[src/rtl/uart_pkg.sv]
// uart_pkg: shared state encoding and frame constants for the UART receiver
package uart_pkg;
    typedef enum logic [2:0] {IDLE, START, DATA, PARITY, STOP} uart_rx_state_t;
    localparam int UART_DATA_BITS = 8;
endpackage

[src/rtl/uart_rx_sync.sv]
// uart_rx_sync: 2-flop synchronizer for an asynchronous input, reset to RESET_VAL
module uart_rx_sync #(
    parameter logic RESET_VAL = 1'b1
) (
    input  logic clk,
    input  logic reset_n,
    input  logic d_i,
    output logic q_o
);
    logic [1:0] ff_q;
    always_ff @(posedge clk) begin
        if (!reset_n) ff_q <= {2{RESET_VAL}};
        else          ff_q <= {ff_q[0], d_i};
    end
    assign q_o = ff_q[1];
endmodule

[src/rtl/uart_rx_byte_pusher.sv]
// uart_rx_byte_pusher: oversampling 8N1 UART receiver writing good bytes into a FIFO.
// Define UART_RX_PARITY_EN to add an even-parity bit between data and stop.
module uart_rx_byte_pusher
    import uart_pkg::*;
#(
    parameter int CLK_PER_BIT = 868
) (
    input  logic                      clk,
    input  logic                      reset_n,
    input  logic                      rxd,
    input  logic                      fifo_write_ready,
    output logic                      fifo_write_enable,
    output logic [UART_DATA_BITS-1:0] fifo_write_data,
    input  logic                      error_clear,
    output logic                      frame_error,
    output logic                      overrun_error,
    output logic                      parity_error
);
    localparam int CW = $clog2(CLK_PER_BIT);
    localparam logic [CW-1:0] FULL = CW'(CLK_PER_BIT - 1);
    localparam logic [CW-1:0] HALF = CW'(CLK_PER_BIT / 2 - 1);
`ifdef UART_RX_PARITY_EN
    localparam uart_rx_state_t AFTER_DATA = PARITY;
`else
    localparam uart_rx_state_t AFTER_DATA = STOP;
`endif

    uart_rx_state_t            state_q, state_d;
    logic [CW-1:0]             cnt_q, cnt_d;
    logic [2:0]                idx_q, idx_d;
    logic [UART_DATA_BITS-1:0] shift_q, shift_d, data_q, data_d;
    logic                      par_bad_q, par_bad_d;
    logic                      we_q, we_d, fe_q, fe_d, oe_q, oe_d, pe_q, pe_d;
    logic                      rxd_s, tick, stop_hit, good;

    uart_rx_sync #(.RESET_VAL(1'b1)) u_sync (
        .clk     (clk),
        .reset_n (reset_n),
        .d_i     (rxd),
        .q_o     (rxd_s)
    );

    assign tick = cnt_q == '0;

    always_ff @(posedge clk) begin
        if (!reset_n) begin
            state_q   <= IDLE;
            cnt_q     <= '0;
            idx_q     <= '0;
            shift_q   <= '0;
            par_bad_q <= 1'b0;
            we_q      <= 1'b0;
            data_q    <= '0;
            fe_q      <= 1'b0;
            oe_q      <= 1'b0;
            pe_q      <= 1'b0;
        end else begin
            state_q   <= state_d;
            cnt_q     <= cnt_d;
            idx_q     <= idx_d;
            shift_q   <= shift_d;
            par_bad_q <= par_bad_d;
            we_q      <= we_d;
            data_q    <= data_d;
            fe_q      <= fe_d;
            oe_q      <= oe_d;
            pe_q      <= pe_d;
        end
    end

    always_comb begin
        state_d = state_q;
        unique case (state_q)
            IDLE:    if (!rxd_s) state_d = START;
            START:   if (tick) state_d = rxd_s ? IDLE : DATA;
            DATA:    if (tick && idx_q == 3'(UART_DATA_BITS - 1)) state_d = AFTER_DATA;
            PARITY:  if (tick) state_d = STOP;
            STOP:    if (tick) state_d = IDLE;
            default: state_d = IDLE;
        endcase
    end

    always_comb begin
        cnt_d   = (state_q == IDLE) ? HALF : tick ? FULL : cnt_q - CW'(1);
        idx_d   = (state_q != DATA) ? '0 : idx_q + 3'(tick);
        shift_d = (state_q == DATA && tick) ? {rxd_s, shift_q[UART_DATA_BITS-1:1]} : shift_q;
`ifdef UART_RX_PARITY_EN
        par_bad_d = (state_q == START) ? 1'b0 : (state_q == PARITY && tick) ? ^{shift_q, rxd_s} : par_bad_q;
`else
        par_bad_d = 1'b0;
`endif
        // Outcome is decided at the stop sample; a rejected parity drops the byte before overrun is considered.
        stop_hit = state_q == STOP && tick;
        good     = stop_hit && rxd_s && !par_bad_q;
        we_d     = good && fifo_write_ready;
        data_d   = we_d ? shift_q : data_q;
        fe_d     = (stop_hit && !rxd_s) || (fe_q && !error_clear);
        oe_d     = (good && !fifo_write_ready) || (oe_q && !error_clear);
        pe_d     = (stop_hit && par_bad_q) || (pe_q && !error_clear);
    end

    assign fifo_write_enable = we_q;
    assign fifo_write_data   = data_q;
    assign frame_error       = fe_q;
    assign overrun_error     = oe_q;
`ifdef UART_RX_PARITY_EN
    assign parity_error      = pe_q;
`else
    assign parity_error      = 1'b0;
`endif
endmodule
[config.mk]
export PLATFORM = sky130hd
export DESIGN_NAME = uart_rx_byte_pusher
export DESIGN_NICKNAME = d
export VERILOG_FILES = /design/src/rtl/uart_pkg.sv /design/src/rtl/uart_rx_sync.sv /design/src/rtl/uart_rx_byte_pusher.sv
export SDC_FILE = /design/constraint.sdc
export NUM_CORES = 1
export LEC_CHECK = 0
export ABC_AREA = 1
export CAP_MARGIN = 25
export CELL_PAD_IN_SITES_DETAIL_PLACEMENT = 1
export CELL_PAD_IN_SITES_GLOBAL_PLACEMENT = 2
export CORE_ASPECT_RATIO = 1.75
export CORE_UTILIZATION = 34
export DETAILED_ROUTE_END_ITERATION = 8
export PLACE_DENSITY = 0.84
export SKIP_LAST_GASP = 1
export SLEW_MARGIN = 10
export SYNTH_ARGS = -nofsm -noshare
export SYNTH_HDL_FRONTEND = slang
export SYNTH_SLANG_ARGS = --single-unit
[constraint.sdc]
create_clock -name clk -period 3.51 [get_ports clk]
set_clock_uncertainty 0.05 [all_clocks]
set_input_delay 1.053 -clock clk [delete_from_list [all_inputs] [get_ports clk]]
set_output_delay 1.053 -clock clk [all_outputs]
set_load 0.01 [all_outputs]
# Word level (Yosys, flattened, before mapping)
# Cells that the tools add are included.
# op_classes
bitwise_logic,1
n_reduce_logical,20
eq_ne,11
muxes,9
n_addsub,2
# ops
cell,count
3-bit two-way mux,5
3-bit case mux with 5 select lines,1
10-bit zero test,1
10-bit two-way mux,1
"2-bit inequality test, second input constant",5
"10-bit by 1-bit subtractor with 10-bit output, second input constant",1
1-bit logical AND,9
9-bit two-way mux,1
"3-bit by 2-bit == test with 1-bit output, second input constant",2
"3-bit == test, second input constant",2
5-bit AND reduction,1
2-bit OR reduction,2
3-bit by 1-bit adder with 3-bit output,1
"3-bit by 1-bit == test with 1-bit output, second input constant",1
1-bit zero test,3
3-bit zero test,1
"3-bit by 2-bit inequality test with 1-bit output, second input constant",1
3-bit OR reduction,1
1-bit logical OR,2
2-bit two-way mux,1
1-bit NOT,1
# totals
ff_bits,37
wordCells,54

# Longest topological paths before layout
# logic_depth
ltp_word,5
depth_mapped,11
ltp_nobuf,11

# Cells and area by module
# From an unflattened synthesis, not the netlist that was laid out.
# unflattened
cells_unflattened,238
hier_area_um2,1696.6
# modules_own_cells
mod,instances,area_per_inst_um2,cells_per_inst
uart_rx_byte_pusher,1,1641.6,232
uart_rx_sync,1,55.1,6

# Worst setup path before layout
# Ideal clock, no wire load.
# synth_path
kind,input -> register
startpoint,input port reset_n
endpoint,register we_q (netlist: fifo_write_enable)
slack_ps,1828
path_stages,3
path_buffers,1
arrival_time_ps,1505
required_time_ps,3332
path_cell_list,clkinv_1 -> clkbuf_1 -> nor2_1
# synth_lines
item,line,text
start: declaration,uart_rx_byte_pusher.sv:9,"input logic reset_n,"
end signal: assignment,uart_rx_byte_pusher.sv:63,we_q <= we_d;
end: declaration,uart_rx_byte_pusher.sv:33,"logic we_q, we_d, fe_q, fe_d, oe_q, oe_d, pe_q, pe_d;"
# No word-level cell between the ends.

# Worst setup path after layout
# layout_path
startpoint,register data_q[5] (netlist: fifo_write_data[5])
endpoint,output port fifo_write_data[5]
# layout_lines
item,line,text
start: declaration,uart_rx_byte_pusher.sv:31,"logic [UART_DATA_BITS-1:0] shift_q, shift_d, data_q, data_d;"
start signal: assignment,uart_rx_byte_pusher.sv:64,data_q <= data_d;
end: declaration,uart_rx_byte_pusher.sv:13,"output logic [UART_DATA_BITS-1:0] fifo_write_data,"
# No word-level cell between the ends.

==> metrics.md <==
| Metric | Value |
|---|---|
| Status | completed |
| Critical path fanouts, max | 2 |
| Final #Nets | between 200 and 250 |
| Mapped Cells | between 200 and 250 |
| Via Count | between 1k and 1.5k |
| Vias in the first global route | 1528 |
| First-pass GRT wire length | 6.96 mm |
| Multi-input logic area | around 770 um^2 |
| Cell taking the most area after synthesis | dfxtp_1 |
| Peak VDD IR | 0.363 mV |
| CTS tree | done |
| Critical Path RT | between 2 and 2.5 ns |
| Placer Congestion | about 0.73 |
| Total of max-cap violations | 0 |
| Min-Delay Path Class | flip-flop to flip-flop |
| Final setup viols | 0 |
| Initial DRC count | 19 |
| CP arrival | between 1 and 1.5 ns |
| DRT Pass-1 Iters | 4 |
| Yosys top cell area share | between 40% and 50% |
| Final worst-path cycle share | 65.0% |
| DRC Markers | 0 |
| Area added between synthesis and finish | 18.3% |
| Cell with the most instances after synthesis | dfxtp_1 |
| Site Rows | 33 |
| Largest net degree at the start of global routing | 15 |
| Ys async rst share | 0% |
| Ys Warns | 0 |
| Via-per-instance ratio | between 5 and 6 |
| Fillers | slightly below 600 |
| Worst-case reg-to-reg path depth | 10 |
| Initial Util | between 30% and 40% |
| Synth unique cells | 30 |
| Crit path kind | flip-flop to output port |
| Hold Path Cell Cnt | 1 |
| Yosys reg bits | 37 |
| Highest Clock Rate | 439 MHz |
| Worst skew pair latency | around 0.29 ns |
| RSZ-0062 raised after global routing | false |
| CTS sink cnt | 37 |
| CP top delay family | buffers and inverters |
| Worst-case hold path end point | u_sync.ff_q[1]$_SDFF_PN1_ |
| Critical path cell sequence | clkdlybuf4s50_1 |
| Core area | around 4700 um^2 |
| Initial antenna violation count | 0 |
| Reg2reg setup slack | approximately 1.7 ns |
| Clock transition at path regs | ~0.08 ns |
| Buf/Inv on CP | 1 |
| Startpoint types | flip-flop |
| Num ports | 17 |
| CTS Root Cell | clkbuf_8 |
| EDFF count, synth | 0 |
| Final hold vios | 0 |
| Tmin final | approximately 2.3 ns |
| IO Port Bufs | 15 |
| Top area cells in the synthesized netlist | dfxtp_1, nand2_1, a21oi_1 |
| Proportion of layout cells with a drive suffix above 1 | 12.0% |
| CP peak stage delay | about 0.54 ns |
| H-tree Lvls | 2 |
| Synth Area per Inst | ~7.7 um^2 |
| Ys flop type | dfxtp_1 |
| Setup Buffers After CTS | 0 |
| Worst hold slack | ~0.38 ns |
| All-Layer GR Usage | 19.1% |
| Slowest cell on crit path | clkdlybuf4s50_1 |
| Die Wd | between 50 and 60 um |
| Num CTS Buffers | 5 |
| Crit end category | output port |
| Overflow after GRT | 0 |
| FF/Latch Area | between 700 and 800 um^2 |
| Sequential element share of the synthesized area | between 40% and 50% |
| Post-synth design cell area | approximately 1600 um^2 |
| Die Ht | 93.9 um |
| Leak | between 0.0007 and 0.0008 uW |
| Antenna diodes | 0 |
| Pwr per Cell Area | 679 nW/um^2 |
| Hold_buf cts | 0 |
| Routed length per placed instance | between 10 and 15 um |
| DP HPWL | roughly 3.1 mm |
| Setup TNS | 0 ns |
| Synth cell count leaders | dfxtp_1, nand2_1, nor2_1 |
| Setup ws final | around 1.2 ns |
| Synthesized Nets | roughly 220 |
| Final WL | approximately 4 mm |
| Max Root-Sink Buffers | 2 |
| Post-CTS Resized | 0 |
| Hold_sp | u_sync.ff_q[0]$_SDFF_PN1_ |
| Critical R2R Launch | cnt_q[0]$_SDFF_PN0_ |
| Die area | around 5100 um^2 |
| Antenna-violating nets left | 0 |
| Crit Reg-Reg Endpoint | idx_q[2]$_SDFF_PP0_ |
| Slew Viols, Final | 0 |
| Pre-CTS WS | ~0.99 ns |
[registers in the layout, summed over array words and instances (netlist names)]
name               count
cnt_q                 10
fifo_write_data        8
shift_q                8
idx_q                  3
state_q                3
u_sync.ff_q            2
fifo_write_enable      1
frame_error            1
overrun_error          1
[power breakdown]
| part | total [uW] | switching, uW | internal, uW | leakage, uW |
|---|---|---|---|---|
| Sequential | 520 | 47.9 | 472 | 0.000301 |
| Combinational | 429 | 290 | 140 | 0.000425 |
| Clock | 367 | 154 | 213 | 0.0000554 |
| Total | 1320 | 492 | 825 | 0.000782 |
[cells in the final DEF (no fill, tap or decap), drive strengths merged, types with 2 or more instances in the layout]
master         count
a21oi             22
a31oi              2
buf                2
clkbuf             6
clkdlybuf4s50     15
clkinv             3
dfxtp             37
ha                 4
inv               21
nand2             34
nand3              9
nand4              8
nor2              34
nor3              10
o21ai             13
or2                5
xor2               2
[cell families (layout without fill, tap and decap cells)]
logic type               Yosys count  count (layout)  synth area share, %
buffers and inverters             29              48                 7.79
other                              1               1                0.229
XOR/XNOR                           3               3                 1.60
adder cells (fa/ha/maj)            4               4                 3.05
AO/OA/AOI/OAI                     38              38                 11.9
flip-flops                        37              37                 45.2
AND/OR/NAND/NOR                  102             102                 30.2
[through the flow]
| step | cell area [um^2] | std cells | total power, uW | utilization (%) |
|---|---|---|---|---|
| floorplan | 1640 | 214 | 852 | - |
| global placement | 1830 | 277 | 960 | 39.2 |
| detailed placement | 1830 | 277 | 965 | 39.2 |
| CTS | 1940 | 285 | 1340 | 41.6 |
| global route | 1940 | 285 | 1410 | 41.6 |
| finish | 1940 | 285 | 1320 | 41.6 |
[how the worst max path moves through the flow]
stage	from	endpoint	depth (start not counted)
6_report	fifo_write_data[5]$_SDFFE_PN0P_	fifo_write_data[5]	1
5_1_grt	reset_n	cnt_q[8]$_SDFF_PN0_	5
3_3_place_gp	reset_n	u_sync.ff_q[0]$_SDFF_PN1_	4
4_1_cts	fifo_write_data[5]$_SDFFE_PN0P_	fifo_write_data[5]	1
3_5_place_dp	reset_n	cnt_q[8]$_SDFF_PN0_	5
2_1_floorplan	reset_n	fifo_write_enable$_SDFF_PN0_	3
[per-layer routing]
layer	vias up	track usage [%]	part of all wire, %
met5	-	0	0
li1	735	-	-
met3	6	2.91	1.7
met1	696	18.7	35
met2	15	36.9	61
met4	0	7.05	1.8
[final cells by class]
class | instances | share of cell area (%)
clock inverter | 2 | 2.00
tap | 52 | 3.35
inverter | 23 | 4.45
timing repair buffer | 17 | 8.52
multi-input combinational | 148 | 39.7
sequential | 37 | 38.2
clock buffer | 6 | 3.74
Power figures use the tool's default switching activity.
